**config.mk**
```make
export PLATFORM = sky130hd
export DESIGN_NAME = alu_uart_host
export DESIGN_NICKNAME = d
export VERILOG_FILES = /design/src/rtl/alu_uart_pkg.sv /design/src/rtl/alu_uart_host_timer.sv /design/src/rtl/alu_uart_host.sv
export SDC_FILE = /design/constraint.sdc
export NUM_CORES = 1
export LEC_CHECK = 0
export ABC_AREA = 1
export ABC_CLOCK_PERIOD_IN_PS = 1500
export CAP_MARGIN = 10
export CORE_MARGIN = 2
export CORE_UTILIZATION = 39
export DETAILED_ROUTE_END_ITERATION = 10
export PLACE_DENSITY = 0.7
export SYNTH_ARGS = -nofsm -noshare
export SYNTH_HDL_FRONTEND = slang
export SYNTH_SLANG_ARGS = --single-unit
```
**constraint.sdc**
```tcl
create_clock -name clk -period 1.5 [get_ports clk]
set_input_delay 0.225 -clock clk [delete_from_list [all_inputs] [get_ports clk]]
set_output_delay 0.225 -clock clk [all_outputs]
set_load 0.01 [all_outputs]
```
**src/rtl/alu_uart_pkg.sv**
```systemverilog
// Shared definitions for the ALU-over-UART link: host FSM state
// encoding and default byte/field widths used by both link ends.
package alu_uart_pkg;

    localparam int DBIT_DEF  = 8;
    localparam int NB_OP_DEF = 6;
    localparam int NB_AB_DEF = 8;

    typedef enum logic [2:0] {
        IDLE     = 3'd0,
        SEND_OP  = 3'd1,
        SEND_A   = 3'd2,
        SEND_B   = 3'd3,
        WAIT_RES = 3'd4,
        RESP     = 3'd5
    } state_t;

endpackage

```
**src/rtl/alu_uart_host_timer.sv**
```systemverilog
// Result-wait timer: counts enabled cycles from a clear and flags
// the last cycle of the wait window.
module uart_timeout_timer #(
    parameter int TIMEOUT_CYC = 1000000
) (
    input  logic clk,
    input  logic reset,
    input  logic clr,
    input  logic en,
    output logic expired
);

    localparam int W = $clog2(TIMEOUT_CYC);
    localparam logic [W-1:0] LAST = W'(TIMEOUT_CYC - 1);

    logic [W-1:0] cnt;

    always_ff @(posedge clk or negedge reset) begin
        if (!reset) begin
            cnt <= '0;
        end else if (clr) begin
            cnt <= '0;
        end else if (en) begin
            cnt <= cnt + W'(1);
        end
    end

    assign expired = (cnt == LAST);

endmodule

```
**src/rtl/alu_uart_host.sv**
```systemverilog
// Host initiator: serialises op/A/B into the UART TX FIFO, then
// pops one result byte from RX (or times out) and returns it.
module alu_uart_host
    import alu_uart_pkg::*;
#(
    parameter int DBIT        = DBIT_DEF,
    parameter int NB_OP       = NB_OP_DEF,
    parameter int NB_AB       = NB_AB_DEF,
    parameter int TIMEOUT_CYC = 1000000
) (
    input  logic             clk,
    input  logic             reset,
    input  logic             cmd_valid,
    output logic             cmd_ready,
    input  logic [NB_OP-1:0] cmd_op,
    input  logic [NB_AB-1:0] cmd_a,
    input  logic [NB_AB-1:0] cmd_b,
    output logic             rsp_valid,
    input  logic             rsp_ready,
    output logic [NB_AB-1:0] rsp_result,
    output logic             rsp_timeout,
    output logic             busy,
    output logic [DBIT-1:0]  w_data,
    output logic             wr_uart,
    input  logic             tx_full,
    input  logic [DBIT-1:0]  r_data,
    output logic             rd_uart,
    input  logic             rx_empty
);

    state_t           state;
    state_t           state_nx;
    logic [NB_OP-1:0] op_q;
    logic [NB_AB-1:0] a_q;
    logic [NB_AB-1:0] b_q;
    logic [NB_AB-1:0] res_q;
    logic             to_q;
    logic             expired;
    logic             accept;

    // Stale RX bytes must be drained before a new command is taken.
    assign accept = (state == IDLE) && rx_empty && cmd_valid;

    uart_timeout_timer #(
        .TIMEOUT_CYC(TIMEOUT_CYC)
    ) u_timer (
        .clk    (clk),
        .reset  (reset),
        .clr    (state != WAIT_RES),
        .en     ((state == WAIT_RES) && rx_empty),
        .expired(expired)
    );

    always_ff @(posedge clk or negedge reset) begin
        if (!reset) begin
            state <= IDLE;
        end else begin
            state <= state_nx;
        end
    end

    always_comb begin
        state_nx = state;
        unique case (state)
            IDLE:     if (accept)               state_nx = SEND_OP;
            SEND_OP:  if (!tx_full)             state_nx = SEND_A;
            SEND_A:   if (!tx_full)             state_nx = SEND_B;
            SEND_B:   if (!tx_full)             state_nx = WAIT_RES;
            WAIT_RES: if (!rx_empty || expired) state_nx = RESP;
            RESP:     if (rsp_ready)            state_nx = IDLE;
            default:                            state_nx = IDLE;
        endcase
    end

    always_comb begin
        cmd_ready = 1'b0;
        rd_uart   = 1'b0;
        wr_uart   = 1'b0;
        w_data    = '0;
        rsp_valid = 1'b0;
        unique case (state)
            IDLE: begin
                rd_uart   = ~rx_empty;
                cmd_ready = rx_empty;
            end
            SEND_OP: begin
                wr_uart = ~tx_full;
                w_data  = DBIT'(op_q);
            end
            SEND_A: begin
                wr_uart = ~tx_full;
                w_data  = DBIT'(a_q);
            end
            SEND_B: begin
                wr_uart = ~tx_full;
                w_data  = DBIT'(b_q);
            end
            WAIT_RES: rd_uart   = ~rx_empty;
            RESP:     rsp_valid = 1'b1;
            default: ;
        endcase
    end

    always_ff @(posedge clk or negedge reset) begin
        if (!reset) begin
            op_q  <= '0;
            a_q   <= '0;
            b_q   <= '0;
            res_q <= '0;
            to_q  <= 1'b0;
        end else begin
            if (accept) begin
                op_q <= cmd_op;
                a_q  <= cmd_a;
                b_q  <= cmd_b;
            end
            // A byte arriving in the expiry cycle takes priority.
            if (state == WAIT_RES) begin
                if (!rx_empty) begin
                    res_q <= r_data[NB_AB-1:0];
                    to_q  <= 1'b0;
                end else if (expired) begin
                    res_q <= '0;
                    to_q  <= 1'b1;
                end
            end
        end
    end

    assign busy        = (state != IDLE);
    assign rsp_result  = res_q;
    assign rsp_timeout = to_q;

endmodule

```
==> run summary, run 1 <==
required time reported for the critical path endpoint = 1.27 ns
maximum number of pins on one net before global-route repair = 55
worst setup timing slack at the placement stage = -0.260 ns
WL/cell = 13.6 um
total power divided by cell area = 1450 mW/mm^2
number of clock buffers inserted by TritonCTS = 5
syn nets = 410
portion of the clock cycle consumed by the worst path in the final layout = 110%
DPL Wire Length = 5.19 mm
final net count = 519
Synthesis Warnings = 0
Worst-Margin Slew = 0.365 ns
top cell type's share of synthesized area = 48.9%
y dimension of the die = 88.2 um
Diodes inserted = 0
via count of the first global-routing pass = 2655
Total Die Area = 0.00778 mm^2
number of enable flip-flop cells after synthesis = 0
Clock Tree Buf Depth = 2
Iter 0 DRT Violations = 206
Sink Count = 54
cell count after placement = 558
count of final hold-check violations = 0
logic gate share of total power = 50.7%
min setup slack post-route = -0.157 ns
distinct cell type count of the synthesized netlist = 23
routability congestion estimate from global placement = 0.874
Synth area leaders = dfrtp_1 49%, nand2_1 20%, nand3_1 8.3%, nor2_1 5.2%, inv_1 3.3%
failing checks = negative setup slack
summed negative setup slack over all endpoints = -2.14 ns
Worst Path Class, Setup = reg -> out
pins over their slew limit = 0
wire length after detailed routing = 7.89 mm
run status = complete, but fails checks
cell internal pwr = 3910 uW
type of element launching the critical path = register
setup repair after global routing missed its margin = true
layout overhead on the synthesized area = 58.0%
row count = 30
leakage power total = 0.00209 uW
share of synthesized area occupied by flip-flops and latches = 48.9%
maximum fanout along the worst path = 4
power share of the clock group = 14.1%
clock skew = 0.00589 ns
Main synth FF type = dfrtp_1
Reg power frac = 35.2%
Rel. slew slack = 75.6%
number of iterations in the first detailed-routing pass = 5
switching power summed over all nets = 2430 uW
mean cell area of the mapped netlist = 7.41 um^2
Port Buffers = 57
number of instances in the synthesized netlist = 373
share of cells above drive strength 1 = 35.4%
cell taking the most area after synthesis = dfrtp_1
insertion delay to the later sink of the worst-skew pair = 0.32 ns
total grt overflow = 0
ratio of routed vias to standard cells = 4.86
initial standard-cell utilization of the core = 40.5%
kind of capture point of the worst setup path = output pin
Clock Tree Root = clkbuf_8
HP Class = in -> async
max-capacitance violation count = 0
DRC errors left = 0
vias post-DR = 2813
wire length of the first global-routing pass = 11.9 mm
I/O pin cnt = 58
post-route antenna net violation count = 0
Net Sw Frac = 38.4%
Mapped Area = 0.00277 mm^2
number of H-tree levels = 2
most used standard cells in the synthesized netlist = 145 x nand2_1, 54 x dfrtp_1, 46 x nand3_1
cell with the most instances after synthesis = nand2_1
proportion of register bits with asynchronous set or reset after synthesis = 100%
Final Setup Violations = 40
CTS tree = done
Reg clk slew, reported paths = 0.10 ns
antenna violations before repair = 0
crit path time final = 1.66 ns
Chip Width = 88.2 um
synthesized flop and latch total = 54
data arrival time at the worst-slack endpoint = 1.43 ns
maximum vdd drop = 0.665 mV
post-route non-filler standard cell count = 579
placeable core region = 0.00683 mm^2
worst hold slack = 0.425 ns
total track usage = 19.5%
fmax = 0.603 GHz
stage by stage:
step	area, um^2	power, uW	util (%)
2_1_floorplan	2770	3260	-
3_3_place_gp	3720	4460	54.5
3_5_place_dp	3720	4520	54.5
4_1_cts	3930	5640	57.6
5_1_grt	4370	6740	64.0
6_report	4370	6340	64.0
power groups by stage:
stage                     combinational (uW)  sequential, uW  clock, uW
after floorplan                         1130            2130          0
after global placement                  2330            2130          0
after detailed placement                2380            2140          0
after CTS                               2610            2120        909
after global routing                    3480            2280        979
final                                   3210            2230        894
final cells by class:
| type | count | area (um^2) |
|---|---|---|
| clock inverters | 2 | 16.3 |
| well taps | 96 | 120 |
| flip-flops and latches | 54 | 1350 |
| repair buffers | 111 | 1070 |
| clock buffers | 6 | 82.6 |
| fillers | 562 | 2460 |
| inverters | 32 | 138 |
| multi-input cells | 278 | 1590 |
registers in the layout (all words and copies together), names as in the netlist:
name	count
b_q	8
rsp_timeout	1
rsp_result	8
op_q	6
u_timer.cnt	20
a_q	8
state	3
worst paths after layout:
| check | start | endpoint | slack [ns] | cells after the start |
|---|---|---|---|---|
| setup / recovery | state[0]$_DFFE_PN0P_ | w_data[6] | -0.16 | 6 |
| hold / removal | reset | u_timer.cnt[10]$_DFFE_PN0P_ | 0.42 | 3 |
| setup reg to reg | state[1]$_DFFE_PN0P_ | op_q[4]$_DFFE_PN0P_ | -0.05 | 11 |
| hold reg to reg | rsp_result[0]$_DFFE_PN0P_ | rsp_result[0]$_DFFE_PN0P_ | 0.48 | 2 |
| max in group asynchronous | reset | state[2]$_DFFE_PN0P_ | 0.81 | 3 |
| min in group clk | r_data[1] | rsp_result[1]$_DFFE_PN0P_ | 0.43 | 3 |
worst max-delay path, stage by stage, from the launching register on:
cell and delay, ns:
dfrtp_1 0.40, buf_6 0.14, nand3_4 0.08, inv_2 0.05, buf_6 0.12, a22o_1 0.20, buf_2 0.14
metal layers:
layer  track usage (%)  vias to the layer above  wire length, um
met5                 0                        -                0
li1                  -                     1400                -
met3              3.02                       13              312
met1              25.9                     1326             3460
met2              31.8                       74             3970
met4              8.40                        0              142
kinds of logic (layout without fill, tap and decap cells):
| kind of cell | count (synthesis) | count (layout) | synth area share (%) |
|---|---|---|---|
| AO/OA/AOI/OAI | 26 | 26 | 5.20 |
| adder cells (fa/ha/maj) | 1 | 1 | 0.452 |
| buffers and inverters | 41 | 151 | 6.61 |
| flip-flops | 54 | 54 | 48.9 |
| AND/OR/NAND/NOR | 251 | 251 | 38.9 |
timing repair:
action                                 in CTS  in global routing
buffers inserted                            8                  5
resized for setup                          81                109
pin swaps                                   8                 17
setup endpoints to repair                  45                 58
hold buffers                                1                  0
endpoints found under the hold margin      54                  0
gates cloned                                0                  1
placed cells by master, fill, tap and decap left out, drive strengths merged:
master	n
dlygate4sd3	1
nand4	2
clkinvlp	1
dlymetal6s2s	1
buf	66
nor2	43
clkbuf	7
nand2	149
a22o	3
a21oi	15
nor3	11
a211oi	1
clkdlybuf4s50	42
o21ai	7
dfrtp	54
ha	1
nand3	46
inv	33
Note: power is estimated with default switching activity, not from simulation.
==> inputs of run 2 (changes only) <==
CTS_BUF_LIST = sky130_fd_sc_hd__clkbuf_16   (was not set)
==> run summary, run 2 (same netlist as run 1, synthesis figures left out) <==
CP delay by family, top = buffers and inverters
pins over their slew limit = 0
Critical Path Slowest Stage Cell = dfrtp_1
total track usage = 19.9%
worst setup timing slack at the placement stage = -0.260 ns
number of clock buffers inserted by TritonCTS = 5
cell count after placement = 558
reg-to-reg setup timing slack = -0.03 ns
vias post-DR = 2832
power share of the clock group = 19.3%
setup repair after global routing missed its margin = true
Final Setup Violations = 16
Total Die Area = 0.00778 mm^2
crit path time final = 1.63 ns
logic gate share of total power = 45.3%
Worst Path Class, Setup = reg -> out
Chip Width = 88.2 um
number of H-tree levels = 2
DRC errors left = 0
Diodes inserted = 0
data arrival time at the worst-slack endpoint = 1.41 ns
clock skew = 0.00674 ns
type of element launching the critical path = register
CTS tree = done
ratio of routed vias to standard cells = 4.88
multi-input gate area in the final layout = 0.00138 mm^2
count of final hold-check violations = 0
Max stage delay on crit path = 0.40 ns
post-route antenna net violation count = 0
Clock Tree Root = clkbuf_16
Largest register FFs = 20
most common cell after layout, fill and taps aside = nand2_1
wire length after detailed routing = 7.61 mm
fin util = 60.9%
area occupied by registers = 0.00135 mm^2
via count of the first global-routing pass = 2635
layout overhead on the synthesized area = 50.4%
cell-by-cell listing of the critical path = buf_6 > nand3_4 > inv_2 > buf_6 > a22o_1 > buf_2
run status = complete, but fails checks
row count = 30
Reg power frac = 35.4%
Rel. slew slack = 80.8%
share of cells above drive strength 1 = 25.8%
fmax = 0.612 GHz
required time reported for the critical path endpoint = 1.27 ns
WP buf/inv = 4
final net count = 520
total power divided by cell area = 1450 mW/mm^2
cell internal pwr = 3880 uW
final-layout fill cell count = 602
Reg clk slew, reported paths = 0.07 ns
post-route non-filler standard cell count = 580
maximum number of pins on one net before global-route repair = 55
Largest Register = u_timer.cnt
critical register-to-register path endpoint = u_timer.cnt[1]$_DFFE_PN0P_
I/O pin cnt = 58
Worst-Margin Slew = 0.288 ns
maximum vdd drop = 0.787 mV
Port Buffers = 57
commonest non-fill, non-tap cells in the layout = 134 x nand2_1, 54 x dfrtp_1, 43 x clkdlybuf4s50_1
wire length of the first global-routing pass = 12.1 mm
total grt overflow = 0
insertion delay to the later sink of the worst-skew pair = 0.29 ns
Net Sw Frac = 35.5%
Reg2Reg Launch Point = state[1]$_DFFE_PN0P_
number of iterations in the first detailed-routing pass = 4
Sink Count = 54
kind of capture point of the worst setup path = output pin
y dimension of the die = 88.2 um
cell occurring most often along the worst timing path = buf_6
initial standard-cell utilization of the core = 40.5%
leakage power total = 0.00205 uW
max-capacitance violation count = 0
min setup slack post-route = -0.134 ns
area of all placed cells without fillers = 0.00416 mm^2
switching power summed over all nets = 2130 uW
routability congestion estimate from global placement = 0.874
placeable core region = 0.00683 mm^2
HP Class = in -> async
Clock Tree Buf Depth = 2
portion of the clock cycle consumed by the worst path in the final layout = 109%
failing checks = negative setup slack
number of logic stages on the critical path including buffering = 6
placed cell area = 0.00372 mm^2
Iter 0 DRT Violations = 198
antenna violations before repair = 0
maximum fanout along the worst path = 4
cell count of the worst reg-to-reg path = 9
WL/cell = 13.1 um
DPL Wire Length = 5.19 mm
[run 2: changes by cell type in the layout (fill, tap and decap cells not counted), sizes merged]
cell,before,now
clkinv,0,1
dlymetal6s2s,1,0
clkdlybuf4s50,42,43
[run 2: area by class of cell]
cell class              count  share of cell area (%)
multi-input cells         278                    33.3
flip-flops and latches     54                    32.5
repair buffers            112                    24.8
inverters                  32                    3.07
clock buffers               5                    3.01
well taps                  96                    2.89
clock inverters             3                   0.481
[run 2: worst max-delay path by stage]
| stage | end | start | slack [ns] |
|---|---|---|---|
| floorplan | b_q[6]$_DFFE_PN0P_ | state[0]$_DFFE_PN0P_ | 0.15 |
| global placement | cmd_ready | rx_empty | -0.25 |
| detailed placement | cmd_ready | rx_empty | -0.26 |
| CTS | w_data[6] | state[0]$_DFFE_PN0P_ | -0.13 |
| global route | w_data[0] | state[1]$_DFFE_PN0P_ | -0.20 |
| finish | w_data[6] | state[0]$_DFFE_PN0P_ | -0.13 |
[run 2: timing repair]
action,4_1_cts,5_1_grt
endpoints found under the setup margin,45,59
cloned,0,1
hold buffers,1,0
buffers inserted,6,6
endpoints found under the hold margin,54,0
resized for setup,71,41
pin swaps,4,11
[run 2: through the flow]
| step | hold WS (ns) | TNS [ns] | total power (uW) |
|---|---|---|---|
| final | 0.462 | -1.04 | 6010 |
| after global routing | 0.471 | -5.38 | 6420 |
| after CTS | 0.461 | -0.962 | 5830 |
| after detailed placement | 0.245 | -6.83 | 4520 |
| after global placement | 0.243 | -5.67 | 4460 |
| after floorplan | -0.0706 | 0 | 3260 |
[run 2: power by group through the flow]
stage | Combinational [uW] | Clock, uW | Sequential, uW
after global routing | 2990 | 1250 | 2170
after detailed placement | 2380 | 0 | 2140
after CTS | 2530 | 1180 | 2120
after floorplan | 1130 | 0 | 2130
after global placement | 2330 | 0 | 2130
final | 2720 | 1160 | 2130
[run 2: metal layers]
layer | track usage [%] | up-vias | routed length, um
met3 | 3.20 | 15 | 341
met4 | 7.02 | 0 | 158
met1 | 26.6 | 1323 | 3380
li1 | - | 1404 | -
met5 | 0 | - | 0
met2 | 32.7 | 90 | 3740
[run 2: tightest hold or removal path, cell delays in order]
cell and delay, ns:
dlygate4sd3_1 0.53, buf_2 0.12, buf_12 0.27
==> inputs of run 3 (changes only) <==
GPL_ROUTABILITY_DRIVEN = 0   (was not set)
==> results of run 3 <==
No change in the layout: final DEF, timing and power equal those of run 2.
